[src/rtl/ascon128_encrypt_top.sv]
// Ascon-128 (v1.2) AEAD core: one 64-bit AD block, one 64-bit PT block, one round per cycle.
// Define ASCON_DONE_EN to add a one-cycle DONE pulse registered alongside C/T.
module ascon128_encrypt_top #(
  parameter logic [63:0] IV = 64'h80400C0600000000
) (
  input  logic         CLK,
  input  logic         RST,
  input  logic [127:0] SK,
  input  logic [127:0] N,
  input  logic [63:0]  A,
  input  logic [63:0]  P,
  output logic [63:0]  C,
  output logic [127:0] T
`ifdef ASCON_DONE_EN
  ,
  output logic         DONE
`endif
);

  localparam logic [63:0] PAD = 64'h8000000000000000;

  typedef enum logic [2:0] {
    PH_LOAD,
    PH_INIT,
    PH_AD1,
    PH_AD2,
    PH_PT,
    PH_FIN,
    PH_OUT
  } phase_t;

  phase_t       phase;
  phase_t       phase_after;
  logic [3:0]   rnd;
  logic [63:0]  x0, x1, x2, x3, x4;
  logic [127:0] sk_q;
  logic [63:0]  a_q, p_q;
  logic [63:0]  c_int, c_next;
  logic [127:0] t_int, t_next;

  logic         long_perm;
  logic         last_round;
  logic [3:0]   rc_idx;
  logic [7:0]   rc;

  logic [63:0]  b0, b1, b2, b3, b4;
  logic [63:0]  t0, t1, t2, t3, t4;
  logic [63:0]  m0, m1, m2, m3, m4;
  logic [63:0]  s0, s1, s2, s3, s4;
  logic [63:0]  l0, l1, l2, l3, l4;
  logic [63:0]  n0, n1, n2, n3, n4;

  function automatic logic [63:0] rotr(input logic [63:0] v, input int unsigned amt);
    return (v >> amt) | (v << (64 - amt));
  endfunction

  // p6 runs the last six constants of the p12 schedule; constant i is {~i, i}.
  assign long_perm  = (phase == PH_INIT) || (phase == PH_FIN);
  assign last_round = long_perm ? (rnd == 4'd11) : (rnd == 4'd5);
  assign rc_idx     = long_perm ? rnd : rnd + 4'd6;
  assign rc         = {~rc_idx, rc_idx};

  always_comb begin
    b0 = x0 ^ x4;
    b1 = x1;
    b2 = x2 ^ {56'h0, rc} ^ x1;
    b3 = x3;
    b4 = x4 ^ x3;

    t0 = ~b0 & b1;
    t1 = ~b1 & b2;
    t2 = ~b2 & b3;
    t3 = ~b3 & b4;
    t4 = ~b4 & b0;

    m0 = b0 ^ t1;
    m1 = b1 ^ t2;
    m2 = b2 ^ t3;
    m3 = b3 ^ t4;
    m4 = b4 ^ t0;

    s0 = m0 ^ m4;
    s1 = m1 ^ m0;
    s2 = ~m2;
    s3 = m3 ^ m2;
    s4 = m4;

    l0 = s0 ^ rotr(s0, 19) ^ rotr(s0, 28);
    l1 = s1 ^ rotr(s1, 61) ^ rotr(s1, 39);
    l2 = s2 ^ rotr(s2, 1)  ^ rotr(s2, 6);
    l3 = s3 ^ rotr(s3, 10) ^ rotr(s3, 17);
    l4 = s4 ^ rotr(s4, 7)  ^ rotr(s4, 41);
  end

  // Phase-boundary XORs land on the output of each phase's final round.
  always_comb begin
    n0          = l0;
    n1          = l1;
    n2          = l2;
    n3          = l3;
    n4          = l4;
    c_next      = c_int;
    t_next      = t_int;
    phase_after = phase;
    case (phase)
      PH_INIT: begin
        phase_after = PH_AD1;
        if (last_round) begin
          n0 = l0 ^ a_q;
          n3 = l3 ^ sk_q[127:64];
          n4 = l4 ^ sk_q[63:0];
        end
      end
      PH_AD1: begin
        phase_after = PH_AD2;
        if (last_round) n0 = l0 ^ PAD;
      end
      PH_AD2: begin
        phase_after = PH_PT;
        if (last_round) begin
          n4     = l4 ^ 64'h1;
          c_next = l0 ^ p_q;
          n0     = l0 ^ p_q;
        end
      end
      PH_PT: begin
        phase_after = PH_FIN;
        if (last_round) begin
          n0 = l0 ^ PAD;
          n1 = l1 ^ sk_q[127:64];
          n2 = l2 ^ sk_q[63:0];
        end
      end
      PH_FIN: begin
        phase_after = PH_OUT;
        if (last_round) t_next = {l3, l4} ^ sk_q;
      end
      default: phase_after = phase;
    endcase
  end

  always_ff @(posedge CLK or posedge RST) begin
    if (RST) begin
      phase <= PH_LOAD;
      rnd   <= 4'd0;
      x0    <= 64'h0;
      x1    <= 64'h0;
      x2    <= 64'h0;
      x3    <= 64'h0;
      x4    <= 64'h0;
      sk_q  <= 128'h0;
      a_q   <= 64'h0;
      p_q   <= 64'h0;
      c_int <= 64'h0;
      t_int <= 128'h0;
      C     <= 64'h0;
      T     <= 128'h0;
`ifdef ASCON_DONE_EN
      DONE  <= 1'b0;
`endif
    end else begin
`ifdef ASCON_DONE_EN
      DONE <= 1'b0;
`endif
      case (phase)
        PH_LOAD: begin
          sk_q  <= SK;
          a_q   <= A;
          p_q   <= P;
          x0    <= IV;
          x1    <= SK[127:64];
          x2    <= SK[63:0];
          x3    <= N[127:64];
          x4    <= N[63:0];
          rnd   <= 4'd0;
          phase <= PH_INIT;
        end
        PH_OUT: begin
          C     <= c_int;
          T     <= t_int;
`ifdef ASCON_DONE_EN
          DONE  <= 1'b1;
`endif
          phase <= PH_LOAD;
        end
        default: begin
          x0    <= n0;
          x1    <= n1;
          x2    <= n2;
          x3    <= n3;
          x4    <= n4;
          c_int <= c_next;
          t_int <= t_next;
          if (last_round) begin
            rnd   <= 4'd0;
            phase <= phase_after;
          end else begin
            rnd <= rnd + 4'd1;
          end
        end
      endcase
    end
  end

endmodule

[config.mk]
export PLATFORM = sky130hd
export DESIGN_NAME = ascon128_encrypt_top
export DESIGN_NICKNAME = d
export VERILOG_FILES = /design/src/rtl/ascon128_encrypt_top.sv
export SDC_FILE = /design/constraint.sdc
export NUM_CORES = 2
export LEC_CHECK = 0
export CORE_ASPECT_RATIO = 0.7
export CORE_UTILIZATION = 58
export CTS_CLUSTER_DIAMETER = 150
export DETAILED_ROUTE_END_ITERATION = 10
export PLACE_DENSITY = 0.81
export SYNTH_ARGS = -nofsm -noshare
export SYNTH_HDL_FRONTEND = slang
export SYNTH_SLANG_ARGS = --single-unit
[constraint.sdc]
create_clock -name CLK -period 47.3 [get_ports CLK]
set_input_delay 9.46 -clock CLK [delete_from_list [all_inputs] [get_ports CLK]]
set_output_delay 9.46 -clock CLK [all_outputs]
set_load 0.05 [all_outputs]
==> summary.md <==
| Metric | Value |
|---|---|
| Die W | `380 um` |
| Top Family by Delay on Critical Path | `buffers and inverters` |
| Hold Startpoint | `t_int[115]` |
| Top cells by area, synth | `dfrtp_1, xnor2_1, nand2_1` |
| Worst slew margin | `0.00611` |
| Final ANT Viol Nets | `0` |
| H-tree levels | `3` |
| Num CTS Buffers | `97` |
| Worst min-delay path category | `flip-flop to flip-flop` |
| Cell Count, Final, Fillers Out | `8,367` |
| Reg2Reg Setup Slack | `41.54 ns` |
| Top cell by count, worst path | `buf_4` |
| Layout cell share with drive strength beyond 1 | `0.0491` |
| Arr. time, crit path | `13.36 ns` |
| Worst R2R Start | `phase[1]` |
| R2R Path End | `x4[50]` |
| Critical Path End Type | `asynchronous set/reset pin` |
| Detailed placement HPWL | `177,000 um` |
| EDFF count, synth | `0` |
| TritonCTS clock tree | `done` |
| Commonest cells in the netlist | `nand2_1, xnor2_1, dfrtp_1` |
| Max incr delay on CP | `0.90 ns` |
| Buf+Inv Stages, Crit Path | `5` |
| Final setup fails | `0` |
| Die Ht | `267 um` |
| Maximum fanout along the worst path | `132` |
| Number of global-route vias before repair | `47,200` |
| DR vias/cell | `6.01` |
| Top-count cell post-synth | `nand2_1` |
| Initial Util | `0.589` |
| Drt first-iter violations | `6,906` |
| RSZ-0062 raised after global routing | `false` |
| Outcome | `finished with violations` |
| Synthesis Warnings | `0` |
| Pre-Repair DR Iteration Count | `9` |
| Syn nets | `7,007` |
| Post-synthesis sequential area ratio | `0.417` |
| Setup Crit Path Kind | `primary input to asynchronous set/reset pin` |
| Synth area leader | `dfrtp_1` |
| Post-cts resize count | `0` |
| Fin crit share | `0.268` |
| Final wirelength | `233,000 um` |
| Final Max Tran Viols | `0` |
| Post-synth top area share | `0.417` |
| CP Launch Type | `primary input` |
| Postcts setup bufs | `0` |
| Final hold vios | `0` |
| Top FF cell, synth | `dfrtp_1` |
| Global route total overflow | `0` |
| Area growth syn-to-layout | `18.1%` |
| Post-Syn Area | `0.0580 sq mm` |
| Number of synthesized register bits | `967` |
| Critical path required time | `47.99 ns` |
| Clock latency on the worst-skew pair | `0.73 ns` |
| Largest net degree at the start of global routing | `173` |
| Max Clk Rate | `0.0789 GHz` |
| GP Congestion | `1.09` |
| Final Net Count | `7,481` |
| Worst Tran Pin Value | `1.48 ns` |
| CTS Hold Buffers Added | `0` |
| Asr flop ratio synth | `1.00` |
| Initial antenna violation count | `15` |
| Clock buffer depth | `3` |
| MaxCap Viol Count | `1` |
| Worst-path clk slew | `0.06 ns` |
| Worst Hold Path EP | `T[115]` |
| Syn Inst Count | `6,490` |
| Distinct cells, synth | `56` |
| Post-route DRC | `0` |
| # IOs | `578` |
| Number of placement rows | `96` |
| Period minus WS final | `12.67 ns` |
| First-pass GRT wire length | `331,000 um` |
| Wire length per cell | `27.9 um` |
| Worst reg2reg path depth | `9` |
| Mean Syn Cell Area | `8.93 sq um` |
| Placed instance count | `8,188` |
| Root buf cell | `clkbuf_16` |
| DR vias | `50,300` |
| Clock sink total | `967` |
| Skew final | `0.0323 ns` |
| Core box area | `0.0985 sq mm` |
| GR Util All Layers | `0.455` |
| Slowest cell on the critical path | `buf_4` |
| Buffers on Ports | `577` |
| Total negative slack | `0 ns` |
| Hold path cells | `2` |
| Cell Chain, Critical Path | `clkdlybuf4s50_1 > inv_8 > buf_4 > buf_4 > buf_4` |
| Failing checks | `capacitance limit` |
| Die area | `0.101 sq mm` |
[registers in the layout, summed over array words and instances (netlist names)]
| register | cells |
|---|---|
| C | 64 |
| T | 128 |
| a_q | 64 |
| b1 | 64 |
| b3 | 64 |
| c_int | 64 |
| p_q | 64 |
| phase | 3 |
| rnd | 4 |
| sk_q | 128 |
| t_int | 128 |
| x0 | 64 |
| x2 | 64 |
| x4 | 64 |
[worst reg2reg max path, delay by kind of cell, from the launching register on]
family                    cells  cell delay (ns)
AOI/OAI and AO/OA             2             0.64
xor gates and xnor gates      1             0.23
buffers and inverters         3             2.43
DFF                           1             0.78
and+or+nand+nor               3             1.50
[cells by family after synthesis]
group           after synthesis  share of synthesized area
mux                          65                     0.0113
simple gates               2479                      0.165
compound gates              836                     0.0875
fa+ha+maj                   132                     0.0284
flops                       967                      0.417
xor+xnor                   1571                      0.260
buf+inv                     440                     0.0311
[routing by layer]
layer  routed length (um)  track usage  vias to the layer above  part of all wire
li1                     -            -                    21800                 -
met1                92800        0.633                    24900              0.40
met2                98400        0.656                     3186              0.42
met3                31600        0.156                      477              0.14
met4                10300        0.170                       20             0.044
met5                  241            0                        -            0.0010
[final cells by class]
type | count | area (sq um)
Tap cell | 1323 | 1660
Clock buffer | 128 | 2740
Timing Repair Buffer | 678 | 6580
Sequential cell | 967 | 24200
Antenna cell | 3 | 7.51
Inverter | 137 | 522
Multi-Input combinational cell | 5083 | 32100
Fill cell | 7690 | 30000
Clock inverter | 48 | 691
[placed cells by master, fill, tap and decap left out, types with 36 or more instances in the layout]
| cell | instances |
|---|---|
| xnor2_2 | 54 |
| o211ai_1 | 36 |
| nor2_1 | 169 |
| ha_1 | 131 |
| buf_4 | 97 |
| o22ai_1 | 54 |
| clkdlybuf4s50_1 | 577 |
| mux2i_1 | 63 |
| xnor2_1 | 982 |
| xnor3_1 | 45 |
| o21ai_1 | 60 |
| a22oi_1 | 242 |
| nand2_1 | 2219 |
| clkbuf_16 | 98 |
| xor2_1 | 467 |
| inv_1 | 135 |
| o21ai_0 | 328 |
| dfrtp_1 | 966 |
| a21oi_1 | 76 |
[per-stage QoR]
stage | utilization | setup WS, ns | hold WS (ns) | instance area (sq um)
6_report | 0.695 | 34.63 | 0.466 | 68500
5_1_grt | 0.695 | 34.13 | 0.483 | 68500
4_1_cts | 0.695 | 34.57 | 0.468 | 68500
3_3_place_gp | 0.660 | 33.89 | 0.449 | 65000
2_1_floorplan | - | 10.64 | 0.433 | 58000
3_5_place_dp | 0.660 | 33.81 | 0.447 | 65000
[how the worst max path moves through the flow]
stage	startpoint	endpoint	slack, ns	cells past startpoint
floorplan	RST	C[0]	10.64	1
global route	RST	C[61]	34.13	5
CTS	RST	C[4]	34.57	5
detailed placement	RST	C[4]	33.81	5
finish	RST	a_q[59]	34.63	5
global placement	RST	C[4]	33.89	5
Power is left out: the tool's default activity adds up to more than one toggle a clock period on the data nets, which glitch-free logic cannot reach.
